`src/rtl/vga_sync_decoder_if.sv`:
```
// Pin-side and decoded-timing signals of the VGA receive path.
// The source (renderer or bench) uses master; the decoder uses slave.
interface vga_sync_decoder_if;
    logic        hsync_in;
    logic        vsync_in;
    logic [2:0]  rgb_in;
    logic [9:0]  x;
    logic [9:0]  y;
    logic        visible;
    logic [2:0]  rgb;
    logic        locked;
    logic [10:0] h_period;
    logic [10:0] v_lines;
    logic        frame_strobe;
    logic [18:0] frame_lit;

    modport master (
        output hsync_in, vsync_in, rgb_in,
        input  x, y, visible, rgb, locked, h_period, v_lines, frame_strobe, frame_lit
    );

    modport slave (
        input  hsync_in, vsync_in, rgb_in,
        output x, y, visible, rgb, locked, h_period, v_lines, frame_strobe, frame_lit
    );
endinterface

```
`src/rtl/vga_sync_decoder.sv`:
```
// VGA receive front-end: synchronises raw sync/rgb pins, measures line and frame timing,
// locks onto a stable mode, regenerates pixel coordinates and counts lit pixels per frame.
module vga_sync_decoder #(
    parameter bit          SYNC_ACTIVE_LOW = 1'b1,
    parameter int unsigned H_VIS_START     = 144,
    parameter int unsigned H_VISIBLE       = 640,
    parameter int unsigned V_VIS_START     = 35,
    parameter int unsigned V_VISIBLE       = 480,
    parameter int unsigned LOCK_LINES      = 4
) (
    input  logic              clk,
    input  logic              reset,
    vga_sync_decoder_if.slave vga
);

    localparam int unsigned CW  = 11;
    localparam int unsigned CW1 = CW + 1;
    localparam int unsigned XW  = 10;
    localparam int unsigned LW  = 19;
    localparam int unsigned MW  = 4;
    localparam int unsigned MW1 = MW + 1;

    localparam logic [CW-1:0]  CNT_MAX   = '1;
    localparam logic [LW-1:0]  LIT_MAX   = '1;
    localparam logic           SYNC_IDLE = SYNC_ACTIVE_LOW;
    localparam logic [CW1-1:0] H_LO      = CW1'(H_VIS_START);
    localparam logic [CW1-1:0] H_HI      = CW1'(H_VIS_START + H_VISIBLE);
    localparam logic [CW1-1:0] V_LO      = CW1'(V_VIS_START);
    localparam logic [CW1-1:0] V_HI      = CW1'(V_VIS_START + V_VISIBLE);
    localparam logic [MW1-1:0] LOCK_N    = MW1'(LOCK_LINES);

    typedef enum logic [1:0] {
        SEARCH,
        HLOCK,
        LOCKED
    } state_e;

    // synchroniser and edge-detect registers
    logic          hs_meta_q, hs_sync_q, hs_act_q;
    logic          vs_meta_q, vs_sync_q, vs_act_q;
    logic [2:0]    rgb_meta_q, rgb_sync_q, rgb_dly_q;

    // timing measurement
    logic [CW-1:0] hcount_q, vcount_q;
    logic [CW-1:0] h_period_q, v_lines_q;
    logic          vs_armed_q;
    logic [LW-1:0] lit_q, frame_lit_q;
    logic          frame_strobe_q;

    // output stage
    logic [XW-1:0] x_q, y_q;
    logic          vis_q;
    logic [2:0]    rgb_q;

    // lock FSM
    state_e        state_q;
    logic [MW-1:0] match_cnt_q;
    logic          locked_q;

    // combinational next values
    logic           hs_act, vs_act, hs_edge, vs_edge;
    logic           frame_bnd, h_match, hcount_sat;
    logic [CW1-1:0] hcount_inc, vcount_inc;
    logic [CW-1:0]  h_len, v_len;
    logic [CW-1:0]  hcount_d, vcount_d;
    logic [CW-1:0]  h_off, v_off;
    logic           h_in, v_in, vis_d, vs_armed_d;
    logic [XW-1:0]  x_d, y_d;
    logic [LW-1:0]  lit_d;
    logic [MW1-1:0] match_inc;

    // two-flop synchronisers, then one register for edge detection on normalised sync
    always_ff @(posedge clk) begin
        if (reset) begin
            hs_meta_q  <= SYNC_IDLE;
            hs_sync_q  <= SYNC_IDLE;
            vs_meta_q  <= SYNC_IDLE;
            vs_sync_q  <= SYNC_IDLE;
            rgb_meta_q <= '0;
            rgb_sync_q <= '0;
            hs_act_q   <= 1'b0;
            vs_act_q   <= 1'b0;
            rgb_dly_q  <= '0;
        end else begin
            hs_meta_q  <= vga.hsync_in;
            hs_sync_q  <= hs_meta_q;
            vs_meta_q  <= vga.vsync_in;
            vs_sync_q  <= vs_meta_q;
            rgb_meta_q <= vga.rgb_in;
            rgb_sync_q <= rgb_meta_q;
            hs_act_q   <= hs_act;
            vs_act_q   <= vs_act;
            rgb_dly_q  <= rgb_sync_q;
        end
    end

    always_comb begin
        hs_act     = hs_sync_q ^ SYNC_IDLE;
        vs_act     = vs_sync_q ^ SYNC_IDLE;
        hs_edge    = hs_act & ~hs_act_q;
        vs_edge    = vs_act & ~vs_act_q;

        // 12-bit increments so a saturated counter never aliases a real period
        hcount_inc = {1'b0, hcount_q} + CW1'(1);
        vcount_inc = {1'b0, vcount_q} + CW1'(1);
        h_len      = hcount_inc[CW] ? CNT_MAX : hcount_inc[CW-1:0];
        v_len      = vcount_inc[CW] ? CNT_MAX : vcount_inc[CW-1:0];
        h_match    = (hcount_inc == {1'b0, h_period_q});
        hcount_sat = (hcount_q == CNT_MAX);
        match_inc  = {1'b0, match_cnt_q} + MW1'(1);

        hcount_d   = hcount_sat ? CNT_MAX : hcount_inc[CW-1:0];
        if (hs_edge) begin
            hcount_d = '0;
        end

        // a pending vsync edge turns the next hsync edge into the frame boundary
        frame_bnd  = hs_edge & (vs_armed_q | vs_edge);
        vs_armed_d = frame_bnd ? 1'b0 : (vs_armed_q | vs_edge);

        vcount_d = vcount_q;
        if (frame_bnd) begin
            vcount_d = '0;
        end else if (hs_edge && !vcount_inc[CW]) begin
            vcount_d = vcount_inc[CW-1:0];
        end

        h_in  = ({1'b0, hcount_q} >= H_LO) && ({1'b0, hcount_q} < H_HI);
        v_in  = ({1'b0, vcount_q} >= V_LO) && ({1'b0, vcount_q} < V_HI);
        h_off = hcount_q - CW'(H_VIS_START);
        v_off = vcount_q - CW'(V_VIS_START);
        vis_d = locked_q & h_in & v_in;
        x_d   = vis_d ? XW'(h_off) : '0;
        y_d   = vis_d ? XW'(v_off) : '0;

        lit_d = lit_q;
        if (frame_bnd) begin
            lit_d = '0;
        end else if (vis_d && (rgb_dly_q != 3'b000) && (lit_q != LIT_MAX)) begin
            lit_d = lit_q + LW'(1);
        end
    end

    // counters, measurements and the registered output stage
    always_ff @(posedge clk) begin
        if (reset) begin
            hcount_q       <= '0;
            vcount_q       <= '0;
            h_period_q     <= '0;
            v_lines_q      <= '0;
            vs_armed_q     <= 1'b0;
            lit_q          <= '0;
            frame_lit_q    <= '0;
            frame_strobe_q <= 1'b0;
            x_q            <= '0;
            y_q            <= '0;
            vis_q          <= 1'b0;
            rgb_q          <= '0;
        end else begin
            hcount_q       <= hcount_d;
            vcount_q       <= vcount_d;
            vs_armed_q     <= vs_armed_d;
            lit_q          <= lit_d;
            frame_strobe_q <= frame_bnd;
            x_q            <= x_d;
            y_q            <= y_d;
            vis_q          <= vis_d;
            rgb_q          <= rgb_dly_q;
            if (hs_edge) begin
                h_period_q <= h_len;
            end
            if (frame_bnd) begin
                v_lines_q   <= v_len;
                frame_lit_q <= lit_q;
            end
        end
    end

    // lock FSM; a lost hsync (hcount saturation) overrides every state
    always_ff @(posedge clk) begin
        if (reset) begin
            state_q     <= SEARCH;
            match_cnt_q <= '0;
            locked_q    <= 1'b0;
        end else begin
            case (state_q)
                SEARCH: begin
                    if (hs_edge) begin
                        if (h_match) begin
                            match_cnt_q <= MW'(match_inc);
                            if (match_inc >= LOCK_N) begin
                                state_q <= HLOCK;
                            end
                        end else begin
                            match_cnt_q <= '0;
                        end
                    end
                end
                HLOCK: begin
                    if (hs_edge && !h_match) begin
                        state_q     <= SEARCH;
                        match_cnt_q <= '0;
                    end else if (frame_bnd && (v_len == v_lines_q)) begin
                        state_q  <= LOCKED;
                        locked_q <= 1'b1;
                    end
                end
                LOCKED: begin
                    if ((hs_edge && !h_match) || (frame_bnd && (v_len != v_lines_q))) begin
                        state_q     <= SEARCH;
                        match_cnt_q <= '0;
                        locked_q    <= 1'b0;
                    end
                end
                default: begin
                    state_q     <= SEARCH;
                    match_cnt_q <= '0;
                    locked_q    <= 1'b0;
                end
            endcase
            if (hcount_sat) begin
                state_q     <= SEARCH;
                match_cnt_q <= '0;
                locked_q    <= 1'b0;
            end
        end
    end

    assign vga.x            = x_q;
    assign vga.y            = y_q;
    assign vga.visible      = vis_q;
    assign vga.rgb          = rgb_q;
    assign vga.locked       = locked_q;
    assign vga.h_period     = h_period_q;
    assign vga.v_lines      = v_lines_q;
    assign vga.frame_strobe = frame_strobe_q;
    assign vga.frame_lit    = frame_lit_q;

endmodule

```
`src/flat_wrapper.sv`:
```
// flat-port wrapper written by rule: the top's interface ports become plain ports
module vga_sync_decoder_flat 
#(
    parameter bit          SYNC_ACTIVE_LOW = 1'b1,
    parameter int unsigned H_VIS_START     = 144,
    parameter int unsigned H_VISIBLE       = 640,
    parameter int unsigned V_VIS_START     = 35,
    parameter int unsigned V_VISIBLE       = 480,
    parameter int unsigned LOCK_LINES      = 4
)
  (clk, reset, vga_hsync_in, vga_vsync_in, vga_rgb_in, vga_x, vga_y, vga_visible, vga_rgb, vga_locked, vga_h_period, vga_v_lines, vga_frame_strobe, vga_frame_lit);
  vga_sync_decoder_if vga_i ();
  input  logic clk;
  input  logic reset;
  input wire logic [$bits(vga_i.hsync_in)-1:0] vga_hsync_in;
  input wire logic [$bits(vga_i.vsync_in)-1:0] vga_vsync_in;
  input wire logic [$bits(vga_i.rgb_in)-1:0] vga_rgb_in;
  output wire logic [$bits(vga_i.x)-1:0] vga_x;
  output wire logic [$bits(vga_i.y)-1:0] vga_y;
  output wire logic [$bits(vga_i.visible)-1:0] vga_visible;
  output wire logic [$bits(vga_i.rgb)-1:0] vga_rgb;
  output wire logic [$bits(vga_i.locked)-1:0] vga_locked;
  output wire logic [$bits(vga_i.h_period)-1:0] vga_h_period;
  output wire logic [$bits(vga_i.v_lines)-1:0] vga_v_lines;
  output wire logic [$bits(vga_i.frame_strobe)-1:0] vga_frame_strobe;
  output wire logic [$bits(vga_i.frame_lit)-1:0] vga_frame_lit;
  assign vga_i.hsync_in = vga_hsync_in;
  assign vga_i.vsync_in = vga_vsync_in;
  assign vga_i.rgb_in = vga_rgb_in;
  assign vga_x = vga_i.x;
  assign vga_y = vga_i.y;
  assign vga_visible = vga_i.visible;
  assign vga_rgb = vga_i.rgb;
  assign vga_locked = vga_i.locked;
  assign vga_h_period = vga_i.h_period;
  assign vga_v_lines = vga_i.v_lines;
  assign vga_frame_strobe = vga_i.frame_strobe;
  assign vga_frame_lit = vga_i.frame_lit;
  vga_sync_decoder #(.SYNC_ACTIVE_LOW(SYNC_ACTIVE_LOW), .H_VIS_START(H_VIS_START), .H_VISIBLE(H_VISIBLE), .V_VIS_START(V_VIS_START), .V_VISIBLE(V_VISIBLE), .LOCK_LINES(LOCK_LINES)) u_core (.clk(clk), .reset(reset), .vga(vga_i));
endmodule
```
`config.mk`:
```
export PLATFORM = sky130hd
export DESIGN_NAME = vga_sync_decoder_flat
export DESIGN_NICKNAME = d
export VERILOG_FILES = /design/src/rtl/vga_sync_decoder_if.sv /design/src/rtl/vga_sync_decoder.sv /design/src/flat_wrapper.sv
export SDC_FILE = /design/constraint.sdc
export NUM_CORES = 1
export LEC_CHECK = 0
export CORE_MARGIN = 2
export CORE_UTILIZATION = 40
export CTS_CLUSTER_SIZE = 25
export DETAILED_ROUTE_END_ITERATION = 7
export GPL_TIMING_DRIVEN = 0
export HOLD_SLACK_MARGIN = 0.06
export SYNTH_ARGS = -nofsm -noshare
export SYNTH_HDL_FRONTEND = slang
export SYNTH_SLANG_ARGS = --single-unit
```
`constraint.sdc`:
```
create_clock -name clk -period 5.05 [get_ports clk]
set_input_delay 1.515 -clock clk [delete_from_list [all_inputs] [get_ports clk]]
set_output_delay 1.515 -clock clk [all_outputs]
set_load 0.1 [all_outputs]
```
* Word-level counts from Yosys, hierarchy flattened
Index checks and enable logic that the tools add are counted.
** Storage, ports and cells
- Flip-flop bits (word level) :: 130
- Input bits :: 7
- Output and inout bits :: 67
- Logic and storage cells :: 101
** Cells by class
- $lt $le $gt $ge :: 5
- Add/sub/neg operators :: 6
- Equality and inequality tests :: 15
- Mux-type cells :: 19
- Bitwise logic cells :: 12
- Reductions and logical operators :: 20
** Operators with widths (count)
- 11-bit two-way mux :: 3
- 11-bit by 1-bit adder with 12-bit output (second input constant) :: 2
- 11-bit by 10-bit less-than comparator with 1-bit output (second input constant) :: 2
- 19-bit by 1-bit adder with 19-bit output (second input constant) :: 1
- 19-bit inequality test (second input constant) :: 1
- 4-bit two-way mux :: 4
- 12-bit by 11-bit == test with 1-bit output :: 1
- 2-bit two-way mux :: 6
- 2-bit by 1-bit inequality test with 1-bit output (second input constant) :: 6
- 4-bit one-hot mux with 3 select lines :: 1
- 11-bit == test :: 1
- 11-bit == test (second input constant) :: 1
- 11-bit by 6-bit greater-or-equal comparator with 1-bit output (second input constant) :: 1
- 11-bit by 8-bit greater-or-equal comparator with 1-bit output (second input constant) :: 1
- 11-bit inequality test :: 1
- 10-bit by 6-bit subtractor with 10-bit output (second input constant) :: 1
- 10-bit by 8-bit subtractor with 10-bit output (second input constant) :: 1
- 1-bit logical AND :: 8
- 2-bit OR reduction :: 4
- 1-bit inverter :: 6
- 2-bit one-hot mux with 3 select lines :: 1
- 4-bit by 1-bit adder with 5-bit output (second input constant) :: 1
- 1-bit bitwise AND :: 5
- 5-bit by 3-bit greater-or-equal comparator with 1-bit output (second input constant) :: 1
- other kinds (14) :: 17

* Depth between registers and ports, before layout
- Word-level depth :: 8
- Gate-level depth with buffers :: 12
- Gate-level depth less buffers :: 10

* Least setup slack after synthesis
Ideal clock, no wire load.
- Path kind :: register to register
- Start :: register u_core.h_period_q[10] (netlist: u_core.vga.h_period[10])
- End :: register u_core.match_cnt_q[3]
- Library setup time :: 0.070 ns
- Path slack :: 1.869 ns
- Cell stages (with the launch flop) :: 8
- Clock period less this slack :: 3.181 ns
- Data arrival time :: 3.112 ns
- Data required time :: 4.980 ns
- Cells stage by stage :: dfxtp_1 -> xnor2_1 -> xnor2_1 -> or4_1 -> or4b_1 -> or4_4 -> or3_1 -> o21ai_1
** Between the ends
- Longest elaborated chain between the ends :: 6
- Elaborated cells on any way between the ends :: 10
- Classes of those cells :: eq/ne (3); mux (3); reduce/logical (4)
** RTL lines
- from (decl) :: RTL line vga_sync_decoder.sv:45 : logic [CW-1:0] h_period_q, v_lines_q;
- from (signal assigned) :: RTL line vga_sync_decoder.sv:170 : h_period_q <= h_len;
- 12-bit by 11-bit == test with 1-bit output (*) :: RTL line vga_sync_decoder.sv:108 : h_match = (hcount_inc == {1'b0, h_period_q});
- 1-bit logical NOT :: RTL line vga_sync_decoder.sv:200, vga_sync_decoder.sv:209
- 1-bit logical AND :: RTL line vga_sync_decoder.sv:200, vga_sync_decoder.sv:209
- 1-bit logical OR :: RTL line vga_sync_decoder.sv:209 : if ((hs_edge && !h_match) || (frame_bnd && (v_len != v_lines_q))) begin
- 2-bit by 1-bit inequality test with 1-bit output (no source line)
- 3-bit AND reduction (no source line)
- to (signal assigned) :: RTL line vga_sync_decoder.sv:190 : match_cnt_q <= MW'(match_inc);
- to (decl) :: RTL line vga_sync_decoder.sv:57 : logic [MW-1:0] match_cnt_q;
Every way passes the cells marked *; elsewhere a longest branch is shown, timed or not. The select of a mux whose other input is x is not followed.
A chain may end at the register's enable or synchronous reset.

* Worst setup path in the final report
- Start :: register u_core.v_lines_q[10] (netlist: u_core.vga.v_lines[10])
- End :: output port vga_v_lines[10]
** RTL lines
- from (decl) :: RTL line vga_sync_decoder.sv:45
- from (signal assigned) :: RTL line vga_sync_decoder.sv:173 : v_lines_q <= v_len;
- to (decl) :: RTL line flat_wrapper.sv:24 : output wire logic [$bits(vga_i.v_lines)-1:0] vga_v_lines;
No word-level cell between the ends.

==> out/qor.csv <==
stage;metric;value;unit
routing;Pre-antenna DRT Iters;5;
routing;DR DRC count;0;
timing;Max Freq;282.0;MHz
cts;cts hold-fix bufs;0;
final_layout;Nets;788;
logic_synthesis;asr flop ratio synth;0;%
timing;Tmin final;3546;ps
cts;H-tree levels;4;
timing;final hold vios;0;
logic_synthesis;Top FF cell, synth;dfxtp_1;
grt;aggregate global routing overflow;0;
floorplan;Die X;124.5;um
power;leakage power;0.002598;uW
timing;worst slew pin tran;1013;ps
floorplan;IO Pins;74;
grt;GRT busiest layer;met2;
placed_design;IO Port Bufs;72;
critical_path;crit path cell chain;clkdlybuf4s50_1;
run;total of max-cap violations;0;
timing;setup_tns;0;ps
timing;Final Max Slew Viols;0;
worst_hold_path;worst hold start;u_core.hs_meta_q;
timing;setup violators final;0;
critical_path;maximum fanout along the worst path;5;
cts;Root Buffer Master;clkbuf_16;
placed_design;RePlAce Congestion;0.9054;
grt;met3 Usage GRT;3.909;%
floorplan;Initial Util;40.42;%
critical_path;CP startpoint;u_core.vga.v_lines[10];
power;Psw;526.3;uW
final_layout;Final Non-Filler Cells;966;
critical_path;CP Class;reg2out;
logic_synthesis;Post-Synthesis Cell Area;0.005808;mm2
cts;clock latency on the worst-skew pair;410;ps
routing;via count;5005;
critical_path;slowest library cell on the worst path;clkdlybuf4s50_1;
grt;GRT Resource Usage Total;19.09;%
worst_hold_path;min-delay worst type;reg2reg;
placed_design;placed insts;938;
final_layout;ANT cells;0;
cts;CTS tree;yes;
cts;post-CTS sizing;0;
floorplan;core area;0.01437;mm2
power;Comb pwr share;5.9;%
final_layout;area grow syn2layout;25.14;%
critical_path;crit path capture type;primary output;
critical_path;CP startpoint kind;flip-flop;
logic_synthesis;syn nets;697;
floorplan;row count;44;
critical_path;CP Buf/Inv Count;1;
timing;Hold Slack;406.9;ps
placed_design;Final HPWL DP;10330;um
cts;CTS clk-pin slew, worst paths;50;ps
routing;Antenna Nets Post-Route;0;
logic_synthesis;synthesized flop and latch total;130;
critical_path;Req. time, crit path;3540;ps
cts;CTS max path bufs;2;
cts;TritonCTS sink count;130;
logic_synthesis;register area share after synthesis;44.81;%
power;maximum vdd drop;0.2160;mV
critical_path;slowest stage delay, CP;1180;ps
routing;vias per inst;5.181;
run_status;status;finished, final reports clean;
critical_path;reg2reg start;u_core.vcount_q[1];
critical_path;cell family with the largest share of critical-path delay;buffers and inverters;
timing;relative slew slack;32.26;%
cts;CTS Buf Count;17;
critical_path;Crit path depth;1;
final_layout;register area;0.002603;mm2
floorplan;Die ar.;0.01550;mm2
power;sw frac;23.34;%
grt;vias in the first global route;4884;
logic_synthesis;Post-Syn Instances;682;
logic_synthesis;Unique masters post-synth;66;
placed_design;post-place setup slack;1696;ps
power;internal power;1729;uW
grt;first-pass GRT wire length;24070;um
final_layout;fraction of layout cells with a size suffix above 1;7.289;%
cts;Post-CTS Setup Bufs;0;
logic_synthesis;Post-synth EDFFs;0;
logic_synthesis;Yosys Warn Count;0;
worst_hold_path;WHS Path Cells;1;
grt;met1 usage;24.76;%
grt;largest net degree at the start of global routing;17;
routing;WL final;14540;um
routing;drt wl/cell;15.05;um
timing;RSZ-0062 raised after global routing;no;
power;Pwr per Cell Area;310.3;mW/mm2
power;Flop pwr share;46.5;%
critical_path;Critical Path AT;2030;ps
grt;met2 Track Usage GR;31.24;%
routing;Initial DRC Count;278;
timing;Final period util;70.21;%
final_layout;Fill cells;1356;
logic_synthesis;syn avg cell area;8.516;um2
critical_path;Worst Reg-to-Reg Cells;10;
floorplan;die span in y;124.5;um
grt;initial antenna violation count;0;
timing;final worst slack;1504;ps
power;Clk pwr share;47.5;%
timing;Worst Clk Skew;6.944;ps
final_layout;multi-input logic area;0.002964;mm2
==> worst paths after layout <==
| check | end | slack (ps) |
|---|---|---|
| worst min register to register | u_core.hs_sync_q | 410 |
| worst max register to register | u_core.match_cnt_q[1] | 1620 |
| worst min-delay path | u_core.hs_sync_q | 410 |
| worst max-delay path | vga_v_lines[10] | 1500 |
==> cell usage in the layout, fill, tap and decap left out, types with 3 or more instances in the layout <==
master and count:
a211oi_1 18, a21oi_1 50, a31oi_1 5, and2_1 9, and3_1 10, and4_1 5
buf_2 6, buf_4 3, clkbuf_1 37, clkbuf_16 17, clkbuf_8 3, clkdlybuf4s50_1 72
clkinv_2 4, dfxtp_1 130, ha_1 8, inv_1 9, mux2i_1 5, nand2_1 74
nand2b_1 11, nand3_1 22, nand4_1 16, nor2_1 85, nor2b_1 15, nor3_1 11
nor3b_1 4, nor4_1 8, o211ai_1 7, o21ai_0 14, or2_2 7, or3_1 7
or4_1 3, xnor2_1 30, xor2_1 30
==> flip-flops by register name, summed over array words and instances (netlist names), 2 cells and up <==
| signal | cells |
|---|---|
| u_core.vga.x | 10 |
| u_core.lit_q | 19 |
| u_core.hcount_q | 11 |
| u_core.state_q | 2 |
| u_core.rgb_sync_q | 3 |
| u_core.rgb_dly_q | 3 |
| u_core.vga.h_period | 11 |
| u_core.vga.v_lines | 11 |
| u_core.vga.frame_lit | 19 |
| u_core.vga.rgb | 3 |
| u_core.match_cnt_q | 4 |
| u_core.rgb_meta_q | 3 |
| u_core.vga.y | 10 |
| u_core.vcount_q | 11 |
==> cells in the mapped netlist (2+ instances only) <==
| master | number | area, um2 |
|---|---|---|
| dfxtp_1 | 130 | 2603 |
| nor2_1 | 85 | 319.1 |
| nand2_1 | 74 | 277.8 |
| a21oi_1 | 50 | 250.2 |
| clkbuf_1 | 35 | 131.4 |
| xnor2_1 | 30 | 262.8 |
| xor2_1 | 30 | 262.8 |
| nand3_1 | 22 | 110.1 |
| a211oi_1 | 18 | 135.1 |
| nand4_1 | 16 | 100.1 |
| nor2b_1 | 15 | 93.84 |
| o21ai_0 | 14 | 70.07 |
| nand2b_1 | 11 | 68.82 |
| nor3_1 | 11 | 55.05 |
| and3_1 | 10 | 62.56 |
| and2_1 | 9 | 56.30 |
| inv_1 | 9 | 33.78 |
| ha_1 | 8 | 100.1 |
| nor4_1 | 8 | 50.05 |
| o211ai_1 | 7 | 52.55 |
| or2_2 | 7 | 43.79 |
| or3_1 | 7 | 43.79 |
| buf_2 | 6 | 30.03 |
| a31oi_1 | 5 | 31.28 |
| and4_1 | 5 | 43.79 |
| mux2i_1 | 5 | 50.05 |
| nor3b_1 | 4 | 30.03 |
| buf_4 | 3 | 22.52 |
| or4_1 | 3 | 22.52 |
| a2111oi_0 | 2 | 17.52 |
| a22oi_1 | 2 | 15.01 |
| a311oi_1 | 2 | 17.52 |
| a41oi_1 | 2 | 17.52 |
| o2111ai_1 | 2 | 17.52 |
| o21a_1 | 2 | 15.01 |
| o21ba_2 | 2 | 20.02 |
| o31ai_1 | 2 | 15.01 |
==> power by group through the flow <==
| stage | Clock, uW | Sequential, uW | Combinational, uW |
|---|---|---|---|
| after floorplan | 0 | 1110 | 58.4 |
| after global placement | 0 | 1070 | 131 |
| after CTS | 1100 | 1050 | 134 |
| final | 1070 | 1050 | 134 |
| after global routing | 1140 | 1050 | 142 |
| after detailed placement | 0 | 1070 | 133 |
==> area by class of cell <==
class                      instances  area share (%)
multi-input combinational        495           40.78
sequential                       130           35.81
timing repair buffer              72           9.916
clock buffer                      22           6.524
tap                              184           3.168
buffer                            47           2.806
inverter                          10          0.5164
clock inverter                     6          0.4820
==> per-layer routing <==
layer  vias up  routed length, um
met4         0                212
met5         -                  0
met3        19                545
met1      2319               7001
met2       130               6780
li1       2537                  -
==> logic make-up after synthesis <==
logic type	count (synthesis)	share of synthesized area [%]
compound gates	122	13.44
xor+xnor	61	9.328
fa+ha+maj	8	1.723
buf+inv	57	4.157
flops	130	44.81
mux	6	1.056
simple gates	298	25.49
==> stage by stage <==
| stage | util (%) | cell area (um2) | total power (uW) |
|---|---|---|---|
| 3_3_place_gp | 47.04 | 6759 | 1202 |
| 5_1_grt | 50.58 | 7268 | 2337 |
| 2_1_floorplan | - | 5808 | 1165 |
| 4_1_cts | 50.58 | 7268 | 2281 |
| 3_5_place_dp | 47.04 | 6759 | 1204 |
| 6_report | 50.58 | 7268 | 2255 |
(Power assumes the default switching activity.)
